$ cat src/rtl/micro_seq.sv
// micro_seq: microprogrammed sequencer with writable store, condition branching and watchdog
module micro_seq #(
    parameter int ADDR_W    = 4,
    parameter int OUT_W     = 4,
    parameter int MAX_STEPS = 64
) (
    input  logic                      i_clk,
    input  logic                      i_rst,
    input  logic                      i_we,
    input  logic [ADDR_W-1:0]         i_waddr,
    input  logic [5+ADDR_W+OUT_W-1:0] i_wdata,
    input  logic                      i_start,
    input  logic [ADDR_W-1:0]         i_start_addr,
    input  logic                      i_x1,
    input  logic                      i_x2,
    input  logic                      i_x3,
    output logic [OUT_W-1:0]          o_ctrl,
    output logic [ADDR_W-1:0]         o_upc,
    output logic                      o_busy,
    output logic                      o_done,
    output logic                      o_err
);
    localparam int IW    = 5 + ADDR_W + OUT_W;
    localparam int DEPTH = 1 << ADDR_W;
    localparam int SW    = $clog2(MAX_STEPS + 1);

    typedef enum logic [1:0] {S_IDLE, S_RUN, S_DONE, S_ABORT} state_t;

    localparam logic [1:0] OP_JUMP   = 2'd1;
    localparam logic [1:0] OP_BRANCH = 2'd2;
    localparam logic [1:0] OP_HALT   = 2'd3;

    state_t            r_state, w_state_next;
    logic [IW-1:0]     r_mem [DEPTH];
    logic [ADDR_W-1:0] r_upc, w_upc_next, w_upc_inc, w_target;
    logic [OUT_W-1:0]  r_ctrl, w_out;
    logic [SW-1:0]     r_steps;
    logic [IW-1:0]     w_instr;
    logic [1:0]        w_op, w_csel;
    logic              w_inv, w_cond, w_wdog;

    assign w_instr   = r_mem[r_upc];
    assign w_op      = w_instr[IW-1 -: 2];
    assign w_csel    = w_instr[IW-3 -: 2];
    assign w_inv     = w_instr[ADDR_W+OUT_W];
    assign w_target  = w_instr[OUT_W +: ADDR_W];
    assign w_out     = w_instr[OUT_W-1:0];
    assign w_cond    = (w_csel == 2'd0 ? i_x1 : w_csel == 2'd1 ? i_x2 : w_csel == 2'd2 ? i_x3 : 1'b1) ^ w_inv;
    assign w_upc_inc = r_upc + ADDR_W'(1);
    assign w_wdog    = r_steps == SW'(MAX_STEPS - 1);

    assign o_ctrl = r_ctrl;
    assign o_upc  = r_upc;
    assign o_busy = r_state == S_RUN;
    assign o_done = r_state == S_DONE;
    assign o_err  = r_state == S_ABORT;

    // Next state and next micro-PC; HALT takes priority over the watchdog
    always_comb begin
        w_state_next = r_state;
        w_upc_next   = r_upc;
        case (r_state)
            S_IDLE: begin
                w_state_next = i_start ? S_RUN : S_IDLE;
                w_upc_next   = i_start ? i_start_addr : r_upc;
            end
            S_RUN: begin
                w_upc_next   = w_op == OP_HALT ? r_upc :
                               (w_op == OP_JUMP || (w_op == OP_BRANCH && w_cond)) ? w_target : w_upc_inc;
                w_state_next = w_op == OP_HALT ? S_DONE : w_wdog ? S_ABORT : S_RUN;
            end
            default: w_state_next = S_IDLE;
        endcase
    end

    // State, micro-PC, control word and step counter registers
    always_ff @(posedge i_clk) begin
        if (i_rst) begin
            r_state <= S_IDLE;
            r_upc   <= '0;
            r_ctrl  <= '0;
            r_steps <= '0;
        end else begin
            r_state <= w_state_next;
            r_upc   <= w_upc_next;
            if (r_state == S_IDLE && i_start) r_steps <= '0;
            if (r_state == S_RUN) begin
                r_ctrl  <= w_out;
                r_steps <= r_steps + SW'(1);
            end
        end
    end

    // Microprogram store: cleared on reset, writable only while idle
    always_ff @(posedge i_clk) begin
        if (i_rst) begin
            for (int i = 0; i < DEPTH; i++) r_mem[i] <= '0;
        end else if (i_we && r_state == S_IDLE) begin
            r_mem[i_waddr] <= i_wdata;
        end
    end
endmodule

$ cat config.mk
export PLATFORM = sky130hd
export DESIGN_NAME = micro_seq
export DESIGN_NICKNAME = d
export VERILOG_FILES = /design/src/rtl/micro_seq.sv
export SDC_FILE = /design/constraint.sdc
export NUM_CORES = 1
export LEC_CHECK = 0
export BUFFER_PORTS_ARGS = -buffer_cell sky130_fd_sc_hd__buf_2
export CAP_MARGIN = 20
export CORE_ASPECT_RATIO = 0.9
export CORE_UTILIZATION = 35
export CTS_CLUSTER_DIAMETER = 100
export DETAILED_ROUTE_END_ITERATION = 8
export GPL_TIMING_DRIVEN = 1
export MAX_ROUTING_LAYER = met4
export PLACE_DENSITY = 0.61
export SLEW_MARGIN = 20
export SYNTH_ARGS = -nofsm -noshare
export SYNTH_HDL_FRONTEND = slang
export SYNTH_SLANG_ARGS = --single-unit
$ cat constraint.sdc
create_clock -name i_clk -period 2.7 [get_ports i_clk]
set_input_delay 0.27 -clock i_clk [delete_from_list [all_inputs] [get_ports i_clk]]
set_output_delay 0.27 -clock i_clk [all_outputs]
set_load 0.01 [all_outputs]
; ---- After elaboration in Yosys (flattened, before gate mapping)
; Memory sizes are Yosys's and may differ from the RTL's. A register that Yosys moved wholly into a read port is not among the register bits.
; Cells that the tools add are included.
[totals]
n_memories = 1
register_bits = 17
mem_bits_rw = 208
input_bits = 28
[memory_table]
columns = name, depth, width, rd, rd_clocked_by_memory_dff, wr, line
row1 = r_mem, 16, 13, 1, 1, 16, 34  ; logic [IW-1:0] r_mem [DEPTH];
[op_classes]
muxes = 23
reduce_logical = 10
n_eq_ne = 11
n_addsub = 2
n_bitwise = 1
[op_table]
columns = op, count
row1 = 2-to-1 mux 4 bit, 6
row2 = 2-to-1 mux 7 bit, 2
row3 = 2-to-1 mux 13 bit, 1
row4 = OR reduction 13 bit, 1
row5 = "== test 2 bit, second input constant", 5
row6 = 2-to-1 mux 1 bit, 10
row7 = case mux 4 bit (2 select lines), 1
row8 = "adder 7 x 1 -> 7 bit, second input constant", 1
row9 = "== test 7 x 6 -> 1 bit, second input constant", 1
row10 = "== test 2 x 1 -> 1 bit, second input constant", 3
row11 = "adder 4 x 1 -> 4 bit, second input constant", 1
row12 = zero test 2 bit, 2
row13 = 2-to-1 mux 2 bit, 2
row14 = "!= test 2 bit, second input constant", 2
row15 = case mux 2 bit (2 select lines), 1
row16 = nonzero test 2 bit, 2
row17 = logical AND 1 bit, 3
row18 = AND reduction 3 bit, 1
row19 = logical OR 1 bit, 1
row20 = XOR 1 bit, 1

; ---- Depth between registers and ports, before layout
[depth]
depth_word = 12
ltp_mapped = 12
mapped_depth_nobuf = 8

; ---- Least setup slack after synthesis
; Ideal clock, no wire load.
[synth_timing]
path_type = register -> register
start = register with a tool-made name
end = register r_ctrl[0] (netlist: o_ctrl[0])
path_slack_ns = 0.107
required_time_ns = 2.568
path_stages_with_launch = 10
period_less_slack_ns = 2.593
arrival_time_ns = 2.460
path_buffers = 5
setup_time_ns = 0.132
path_cell_list = dfxtp_1 -> buf_6 -> buf_12 -> buf_6 -> buf_2 -> buf_2 -> mux4_2 -> mux4_2 -> nand2_1 -> a21oi_1
[synth_lines]
columns = element, line
row1 = "end signal, assigned", 88  ; r_ctrl <= w_out;
row2 = "end, declared", 36  ; logic [OUT_W-1:0] r_ctrl, w_out;

==> reports/metrics.yaml <==
timing:
  fin_tns_setup_ns: 0
  max_freq_mhz: 380
  worst_pin_slew_ns: 0.750
  period_share: 0.975
  skew_ns: 0.0173
  grt_setup_unrepaired: "no"
  post-route-min-period_ns: 2.63
  maxSlewViolCount: 0
  setup_viol: 0
  final_hold_viol_count: 0
  slew_headroom: 0.499
detailed_routing:
  drt-initial-drc-count: 380
  antenna_left: 0
  vias_per_cell: 5.09
  wl_per_cell_um: 21.6
  dr.pass1.iters: 5
  remaining_drc_errors: 0
  routed_wl_mm: 26.0
  vias: 6128
layout:
  drive_gt1_frac: 0.262
  multi_input_area_sq_um: 3740
  final_area_sq_um: 12200
  final_common_cell: "and2_1"
  utilization: 0.409
  final_cells: 1203
  layout_common_cells: "210 x and2_1, 208 x edfxtp_1, 59 x mux4_2"
  nNetsFinal: 808
  layout.filler_cells: 2753
  area_growth_syn_to_layout_pct: 14.5
  regArea_sq_um: 6670
yosys:
  synth_area_leader_cell: "edfxtp_1"
  syn_inst: 725
  yosysWarnings: 0
  ys_seq_area_frac: 0.624
  synthesis.area_sq_um: 10700
  ys_top_cells_by_area: "edfxtp_1 58%, and2_1 12%, mux4_2 12%"
  synthArstFlopShare: 0
  synth_nets: 755
  yosysTopAreaCellShare: 0.584
  synth_edf_count: 208
  ys_ff_latch: 229
  avgSynthCellArea_sq_um: 14.7
  ys_types: 59
  ys.flop_type: "edfxtp_1"
floorplanning:
  core_area_sq_um: 30000
  die-area_sq_um: 31200
  num_io_pins: 39
  rows: 60
  die_w_um: 186
  start_util: 0.357
  die_h_um: 168
cts:
  cts_tree: "yes"
  clk_latency_ns: 0.52
  cts_max_path_buffers: 3
  clock-sinks: 229
  numCtsBuffers: 24
  root_buffer: "clkbuf_16"
  clkTransAtPathRegs_ns: 0.06
  hold_buffers: 0
  htreeDepth: 1
worst_setup_path:
  cp_data_arrival_time_ns: 3.02
  ff2ff_path_depth: 9
  reg2reg_slack_ns: 0.07
  worstSetupEndpointType: "register"
  crit_fanout: 7
  slowest_delay_ns: 0.57
  critPathKind: "register to register"
  cp-start-kind: "register"
  crit_buf_inv: 2
  required_ns: 3.09
  cp_slowest_cell: "mux4_2"
  worst_path_dominant_cell_family: "compound AO/OA/AOI/OAI gates"
  cp_cell_sequence: "buf_6 > buf_4 > mux4_2 > a32oi_2 > and2_4 > a21oi_4 > xnor2_2 > a311o_1 > o21a_1"
min_path:
  hold_class: "input port to register"
  min-delay-start: "i_start_addr[2]"
  hold_depth: 3
power_and_ir_drop:
  power_density_nw_per_um2: 796
  p_leak_nw: 4.47
  irDropWorstVdd_v: 0.000465
placement:
  place_inst: 1152
  dp_hpwl_mm: 17.1
  port_buffers: 38
  dpl_cell_area_sq_um: 11400
  gp_congestion: 0.841
global_routing:
  grt_pass1_vias: 6167
  antenna_found_initial: 5
  grt_first_pass_wirelength_mm: 38.9
  grt_max_degree: 35
  grt.total_usage: 0.177
  gr-total-overflow: 0
status:
  outcome: "completed"
job:
  drv_cap: 0
[metrics by stage]
stage	worst slack (ns)	power (mW)	hold slack, ns
after floorplan	0.107	5.83	0.468
after global placement	0.0179	6.52	0.443
after detailed placement	0.00578	6.53	0.446
after CTS	0.0596	9.69	0.130
after global routing	0.00169	10.1	0.149
final	0.0675	9.74	0.140
[final cells by class]
type                            count  area share
Multi-Input combinational cell    436       0.305
Sequential cell                   229       0.545
Clock inverter                      9     0.00624
Timing Repair Buffer               80      0.0437
Inverter                            7     0.00337
Tap cell                          403      0.0412
Antenna cell                        5     0.00102
Clock buffer                       34      0.0539
[cell usage after synthesis, drive strengths merged (5+ instances only)]
| master | n |
|---|---|
| buf | 14 |
| clkbuf | 39 |
| or2 | 18 |
| nor2 | 32 |
| a21oi | 15 |
| mux4 | 61 |
| mux2i | 5 |
| o21ai | 7 |
| nand3 | 8 |
| nand2 | 21 |
| nor3 | 8 |
| edfxtp | 208 |
| nand2b | 5 |
| dfxtp | 21 |
| and2 | 211 |
[kinds of logic (layout without fill, tap and decap cells)]
kind of cell,count (synthesis),count (layout),synth area share
mux,66,66,0.134
compound gates,46,46,0.0323
buf+inv,60,130,0.0307
other cells,0,5,0
fa+ha+maj,2,2,0.00234
xor+xnor,3,3,0.00246
flops,229,229,0.624
simple gates,319,319,0.174
[worst min-delay path: stages]
cell and delay [ns]:
buf_2 0.10, a21oi_1 0.14, a211oi_2 0.09
[power by group]
part	internal, mW	total [mW]	switching, mW
Clock	1.80	3.15	1.35
Combinational	1.14	2.40	1.26
Sequential	4.05	4.19	0.137
[worst max-delay path by stage]
stage,start,end,slack [ns],cells past startpoint
6_report,register,register,0.07,9
5_1_grt,register,register,0.002,9
4_1_cts,register,register,0.06,9
3_5_place_dp,register,register,0.006,8
3_3_place_gp,register,register,0.02,8
2_1_floorplan,register,o_ctrl[0],0.11,9
[layer usage]
metal	vias up	part of all wire	track usage
met5	-	0	-
met4	0	0.022	0.0474
met3	41	0.054	0.0307
met2	185	0.46	0.263
met1	3125	0.47	0.250
li1	2777	-	-
[flip-flops by register name, summed over array words and instances, names as in the netlist, named ones only]
signal,flops
r_mem,208
r_steps,7
o_ctrl,4
o_upc,4
r_state,2
[repair_timing]
| action | 4_1_cts | 5_1_grt |
|---|---|---|
| buffers inserted | 2 | 1 |
| setup endpoints to repair | 2 | 8 |
| resized for setup | 0 | 12 |
| pin swaps | 0 | 3 |
No activity file was read; power rests on OpenSTA's default activity.
